[src/rtl/vga_pkg.sv]
// Shared 720p video timing constants and the timing-parameter record used by
// the timing generator and the video driver.
package vga_pkg;

    typedef struct packed {
        logic [15:0] active;
        logic [15:0] fp;
        logic [15:0] sync;
        logic [15:0] bp;
    } vga_timing_t;

    localparam vga_timing_t H_720P = '{active: 16'd1280, fp: 16'd110, sync: 16'd40, bp: 16'd220};
    localparam vga_timing_t V_720P = '{active: 16'd720,  fp: 16'd5,   sync: 16'd5,  bp: 16'd20};

    localparam int SCALE_X_720P = 5;
    localparam int SCALE_Y_720P = 4;
    localparam int FB_LAT_DEF   = 2;

    typedef enum logic {
        ST_IDLE = 1'b0,
        ST_RUN  = 1'b1
    } gen_state_t;

    function automatic int timing_total(input vga_timing_t t);
        return int'(t.active) + int'(t.fp) + int'(t.sync) + int'(t.bp);
    endfunction

endpackage

[src/rtl/sync_delay.sv]
// Fixed-depth register pipeline; every stage resets asynchronously to RST_VAL.
module sync_delay #(
    parameter int               WIDTH   = 1,
    parameter int               DEPTH   = 1,
    parameter logic [WIDTH-1:0] RST_VAL = '0
) (
    input  logic             clk,
    input  logic             rst_n,
    input  logic [WIDTH-1:0] d,
    output logic [WIDTH-1:0] q
);

    logic [WIDTH-1:0] stage [DEPTH];

    always_ff @(posedge clk or negedge rst_n) begin
        if (!rst_n) begin
            for (int i = 0; i < DEPTH; i++) begin
                stage[i] <= RST_VAL;
            end
        end else begin
            stage[0] <= d;
            for (int i = 1; i < DEPTH; i++) begin
                stage[i] <= stage[i-1];
            end
        end
    end

    assign q = stage[DEPTH-1];

endmodule

[src/rtl/vga_timing_gen.sv]
// Video raster timing generator: line/frame counters, render-grid addressing
// without dividers, and sync/de delayed to line up with framebuffer read data.
//
// state   | meaning
// ST_IDLE | out of reset; counters parked at 0, first edge loads pixel (0,0)
// ST_RUN  | free-running raster
module vga_timing_gen
    import vga_pkg::*;
#(
    parameter int H_ACTIVE  = int'(H_720P.active),
    parameter int H_FP      = int'(H_720P.fp),
    parameter int H_SYNC    = int'(H_720P.sync),
    parameter int H_BP      = int'(H_720P.bp),
    parameter int V_ACTIVE  = int'(V_720P.active),
    parameter int V_FP      = int'(V_720P.fp),
    parameter int V_SYNC    = int'(V_720P.sync),
    parameter int V_BP      = int'(V_720P.bp),
    parameter bit SYNC_POL  = 1'b1,
    parameter int X_SCALE   = SCALE_X_720P,
    parameter int Y_SCALE   = SCALE_Y_720P,
    parameter int RCoorBits = 8,
    parameter int FB_LAT    = FB_LAT_DEF
) (
    input  logic                 clk,
    input  logic                 rst,
    output logic [RCoorBits-1:0] rendx,
    output logic [RCoorBits-1:0] rendy,
    output logic                 rend_req,
    output logic                 hsync_out,
    output logic                 vsync_out,
    output logic                 de_out,
    output logic                 frame_start
);

    localparam int H_TOTAL = H_ACTIVE + H_FP + H_SYNC + H_BP;
    localparam int V_TOTAL = V_ACTIVE + V_FP + V_SYNC + V_BP;
    localparam int HW      = $clog2(H_TOTAL);
    localparam int VW      = $clog2(V_TOTAL);
    localparam int XSW     = (X_SCALE > 1) ? $clog2(X_SCALE) : 1;
    localparam int YSW     = (Y_SCALE > 1) ? $clog2(Y_SCALE) : 1;

    localparam logic [HW-1:0] H_ONE    = HW'(1);
    localparam logic [HW-1:0] H_LAST   = HW'(H_TOTAL - 1);
    localparam logic [HW-1:0] H_ACT_C  = HW'(H_ACTIVE);
    localparam logic [HW-1:0] HX_LAST  = HW'(H_ACTIVE - 1);
    localparam logic [HW-1:0] HS_FIRST = HW'(H_ACTIVE + H_FP);
    localparam logic [HW-1:0] HS_LAST  = HW'(H_ACTIVE + H_FP + H_SYNC - 1);

    localparam logic [VW-1:0] V_ONE    = VW'(1);
    localparam logic [VW-1:0] V_LAST   = VW'(V_TOTAL - 1);
    localparam logic [VW-1:0] V_ACT_C  = VW'(V_ACTIVE);
    localparam logic [VW-1:0] VY_LAST  = VW'(V_ACTIVE - 1);
    localparam logic [VW-1:0] VS_FIRST = VW'(V_ACTIVE + V_FP);
    localparam logic [VW-1:0] VS_LAST  = VW'(V_ACTIVE + V_FP + V_SYNC - 1);

    localparam logic [XSW-1:0]       XSUB_ONE  = XSW'(1);
    localparam logic [XSW-1:0]       XSUB_LAST = XSW'(X_SCALE - 1);
    localparam logic [YSW-1:0]       YSUB_ONE  = YSW'(1);
    localparam logic [YSW-1:0]       YSUB_LAST = YSW'(Y_SCALE - 1);
    localparam logic [RCoorBits-1:0] R_ONE     = RCoorBits'(1);

    gen_state_t     state, state_nxt;
    logic           running;
    logic [HW-1:0]  hcnt, hcnt_nxt;
    logic [VW-1:0]  vcnt, vcnt_nxt;
    logic           line_end, frame_end;
    logic           act_nxt, hs_nxt, vs_nxt;
    logic           hs_q, vs_q;
    logic [XSW-1:0] xsub;
    logic [YSW-1:0] ysub;

    always_ff @(posedge clk or negedge rst) begin
        if (!rst) begin
            state <= ST_IDLE;
        end else begin
            state <= state_nxt;
        end
    end

    always_comb begin
        state_nxt = state;
        case (state)
            ST_IDLE: state_nxt = ST_RUN;
            ST_RUN:  state_nxt = ST_RUN;
            default: state_nxt = ST_IDLE;
        endcase
    end

    always_comb begin
        running = (state == ST_RUN);
    end

    always_comb begin
        hcnt_nxt  = hcnt;
        vcnt_nxt  = vcnt;
        line_end  = running && (hcnt == H_LAST);
        frame_end = line_end && (vcnt == V_LAST);
        if (running) begin
            if (hcnt == H_LAST) begin
                hcnt_nxt = '0;
                vcnt_nxt = (vcnt == V_LAST) ? '0 : vcnt + V_ONE;
            end else begin
                hcnt_nxt = hcnt + H_ONE;
            end
        end
        act_nxt = (hcnt_nxt < H_ACT_C) && (vcnt_nxt < V_ACT_C);
        hs_nxt  = (hcnt_nxt >= HS_FIRST) && (hcnt_nxt <= HS_LAST);
        vs_nxt  = (vcnt_nxt >= VS_FIRST) && (vcnt_nxt <= VS_LAST);
    end

    // Flags are registered from the next counter values so they line up
    // with the counters themselves rather than trailing them by a clock.
    always_ff @(posedge clk or negedge rst) begin
        if (!rst) begin
            hcnt        <= '0;
            vcnt        <= '0;
            rend_req    <= 1'b0;
            frame_start <= 1'b0;
            hs_q        <= ~SYNC_POL;
            vs_q        <= ~SYNC_POL;
        end else begin
            hcnt        <= hcnt_nxt;
            vcnt        <= vcnt_nxt;
            rend_req    <= act_nxt;
            frame_start <= (hcnt_nxt == '0) && (vcnt_nxt == '0);
            hs_q        <= hs_nxt ? SYNC_POL : ~SYNC_POL;
            vs_q        <= vs_nxt ? SYNC_POL : ~SYNC_POL;
        end
    end

    // Sub-counters stop on the last active column/row so rendx/rendy hold
    // their final value through blanking instead of overrunning the grid.
    always_ff @(posedge clk or negedge rst) begin
        if (!rst) begin
            xsub  <= '0;
            rendx <= '0;
        end else if (line_end) begin
            xsub  <= '0;
            rendx <= '0;
        end else if (running && (hcnt < HX_LAST)) begin
            if (xsub == XSUB_LAST) begin
                xsub  <= '0;
                rendx <= rendx + R_ONE;
            end else begin
                xsub <= xsub + XSUB_ONE;
            end
        end
    end

    always_ff @(posedge clk or negedge rst) begin
        if (!rst) begin
            ysub  <= '0;
            rendy <= '0;
        end else if (frame_end) begin
            ysub  <= '0;
            rendy <= '0;
        end else if (line_end && (vcnt < VY_LAST)) begin
            if (ysub == YSUB_LAST) begin
                ysub  <= '0;
                rendy <= rendy + R_ONE;
            end else begin
                ysub <= ysub + YSUB_ONE;
            end
        end
    end

    generate
        if (FB_LAT == 0) begin : g_no_lat
            assign hsync_out = hs_q;
            assign vsync_out = vs_q;
            assign de_out    = rend_req;
        end else begin : g_lat
            sync_delay #(
                .WIDTH   (3),
                .DEPTH   (FB_LAT),
                .RST_VAL ({~SYNC_POL, ~SYNC_POL, 1'b0})
            ) u_delay (
                .clk   (clk),
                .rst_n (rst),
                .d     ({hs_q, vs_q, rend_req}),
                .q     ({hsync_out, vsync_out, de_out})
            );
        end
    endgenerate

endmodule
[config.mk]
export PLATFORM = sky130hd
export DESIGN_NAME = vga_timing_gen
export DESIGN_NICKNAME = d
export VERILOG_FILES = /design/src/rtl/vga_pkg.sv /design/src/rtl/sync_delay.sv /design/src/rtl/vga_timing_gen.sv
export SDC_FILE = /design/constraint.sdc
export NUM_CORES = 1
export LEC_CHECK = 0
export ABC_AREA = 1
export ABC_CLOCK_PERIOD_IN_PS = 4500
export CORE_MARGIN = 4
export CORE_UTILIZATION = 58
export DETAILED_ROUTE_END_ITERATION = 8
export GPL_ROUTABILITY_DRIVEN = 0
export PLACE_DENSITY = 0.79
export SLEW_MARGIN = 5
export SYNTH_ARGS = -nofsm -noshare
export SYNTH_HDL_FRONTEND = slang
export SYNTH_SLANG_ARGS = --single-unit
[constraint.sdc]
create_clock -name clk -period 4.5 [get_ports clk]
set_clock_uncertainty 0.15 [all_clocks]
set_input_delay 0.9 -clock clk [delete_from_list [all_inputs] [get_ports clk]]
set_output_delay 0.9 -clock clk [all_outputs]
set_load 0.01 [all_outputs]
==> reports/results.txt <==
Final Hold Fails = 0
Worst-path clk slew = 0.09 ns
Worst R2R Setup Slack = 2.27 ns
syn avg cell area = 7.570 µm²
worst path bufs/invs = 1
FF-to-FF End = rend_req$_DFF_PN0_
worst hold-check path type = reg2reg
post-CTS resize count = 0
max cap viols = 0
overall routed net length = 6456 µm
CTS sink count = 53
fraction of registers with async set/reset = 100.0%
Reg2Reg Depth = 10
Leak Pwr = 0.001855 µW
most frequent cells in the layout = 105 x nand2_1, 61 x inv_1, 53 x dfrtp_1
Die Span Y = 81.86 µm
worst slew pin tran = 0.6501 ns
CTS tree = yes
cells along the critical path = clkdlybuf4s50_1
Hold Path End = g_lat.u_delay.stage[5]$_DFF_PN0_
via/cell ratio = 5.283
GR Layer Usage met2 = 35.54%
clk buf depth = 2
# port buffers = 22
# H-tree levels = 2
Fillers = 441
hold depth = 0
Cell Count, Final, Fillers Out = 515
# diodes = 0
Num CTS Buffers = 5
detailed-router iteration count before antenna repair = 5
Power Density = 335.7 mW/mm²
initial antenna violation count = 0
WP data arrival = 1.35 ns
Crit Path Category = reg2out
final setup fails = 0
die area = 0.006701 mm²
most common cell after layout, fill and taps aside = nand2_1
area leader, netlist = dfrtp_1
Worst path top cell family by delay = buffers and inverters
Chip Width = 81.86 µm
Min-Delay Startpoint = hs_q$_DFF_PN0_
layout cells sized above 1 = 10.56%
CP Max Fanout = 6
pins over their slew limit = 0
CTS Hold Buffers Added = 0
Post-CTS Setup Bufs = 0
Post-Synthesis Cells = 418
Final period util = 53.41%
top cell type's share of synthesized area = 41.91%
Distinct cells, synth = 34
area growth from synthesis to layout = 11.70%
Levels on crit path = 1
number of synthesized flops with an enable pin = 0
Syn Nets = 429
DP Cell Count = 507
core area = 0.005205 mm²
Routed Antenna Nets = 0
Setup crit end kind = output pin
busiest grt layer = met2
Max rail drop VDD = 0.2055 mV
FF+latch area = 0.001326 mm²
Final WS setup = 2.096 ns
Fmax = 416.1 MHz
GR Layer Usage met1 = 27.96%
met3 Resource Use GR = 3.070%
TNS Setup = 0 ns
pre-CTS setup slack = 2.283 ns
RSZ-0062 raised after global routing = no
Final HPWL DP = 4879 µm
vias in the first global route = 2520
fin crit period = 2.404 ns
Synth Flop Type = dfrtp_1
crit start category = flip-flop
RR Startpoint = running$_DFF_PN0_
Routed wire per std cell = 12.54 µm
IO Count = 23
Synth area leaders = dfrtp_1 42%, nand2_1 12%, inv_1 7.2%
outcome = complete, no violations
register area share after synthesis = 41.91%
largest net degree at the start of global routing = 54
Yosys Warn Count = 0
mapped cell area = 0.003164 mm²
Synth Register Bits = 53
Remaining DRCs = 0
slowest cell on the critical path = clkdlybuf4s50_1
GR Overflow Total = 0
latest clock arrival within the worst-skew pair = 0.30 ns
CP required = 3.45 ns
Initial Util = 60.79%
Rel. slew slack = 56.66%
worst hold slack = 0.2083 ns
CTS root buf = clkbuf_8
GRT Total Usage = 21.14%
Vias = 2721
1st-iter DRT viols = 144
nets@finish = 455
first-pass GRT wire length = 11030 µm
area of the multi-input gates = 0.001565 mm²
FP Rows = 26
largest stage delay on the critical path = 0.58 ns
-- how the worst max path moves through the flow --
stage / start / to / slack (ns)
floorplan: hcnt[1]$_DFF_PN0_ / rendy[2]$_DFFE_PN0P_ / 2.66
global placement: running$_DFF_PN0_ / vs_q$_DFF_PN0_ / 2.32
detailed placement: running$_DFF_PN0_ / rendy[2]$_DFFE_PN0P_ / 2.28
CTS: rendx[3]$_DFFE_PN0P_ / rendx[3] / 2.10
global route: rendx[3]$_DFFE_PN0P_ / rendx[3] / 2.03
finish: rendx[3]$_DFFE_PN0P_ / rendx[3] / 2.10
-- cells in the mapped netlist (3+ instances only) --
library cell  count
a21oi_1           6
buf_2             3
dfrtp_1          53
ha_1              9
inv_1            61
inv_2             3
nand2_1         105
nand2_2          11
nand3_1          37
nand4_1          10
nor2_1           46
nor2_2            9
nor3_1            5
o21ai_0          16
o21ai_1           3
or2_2             3
xnor2_1           7
xor2_1           10
-- flip-flops by register name, indices dropped and copies added, names as in the netlist --
name,cells
hs_q,1
frame_start,1
rend_req,1
xsub,3
vs_q,1
g_lat.u_delay.stage,3
rendy,8
rendx,8
g_lat.u_delay.q,3
ysub,2
running,1
vcnt,10
hcnt,11
-- cell type report --
cell class                 instances  area share, %
timing repair buffer              23          6.301
clock inverter                     2         0.2832
clock buffer                       6          2.053
multi-input combinational        295          44.28
inverter                          66          7.080
tap                               70          2.478
sequential                        53          37.52
-- kinds of logic (layout without fill, tap and decap cells) --
kind of cell / count (synthesis) / in the layout / share of synthesized area, %
simple gates: 237 / 237 / 35.51
buf+inv: 70 / 97 / 8.620
flops: 53 / 53 / 41.91
compound gates: 31 / 31 / 5.576
xor+xnor: 17 / 17 / 4.705
fa+ha+maj: 9 / 9 / 3.559
other cells: 1 / 1 / 0.1185
-- where the power goes --
part / switching (µW) / internal (µW)
clock: 148 / 108
combinational: 191 / 132
sequential: 72.3 / 535
-- layer usage --
metal  wire (µm)  part of all wire (%)
met3         420                   6.5
met2        3128                    48
met4          80                   1.2
met5           0                     0
met1        2827                    44
-- through the flow --
step	utilization, %	instance area, µm²	total power, µW
global route	67.91	3535	1264
floorplan	-	3164	832.8
finish	67.91	3535	1186
global placement	66.32	3452	925.3
detailed placement	66.32	3452	935.5
CTS	67.91	3535	1197
Note: power is estimated with default switching activity, not from simulation.
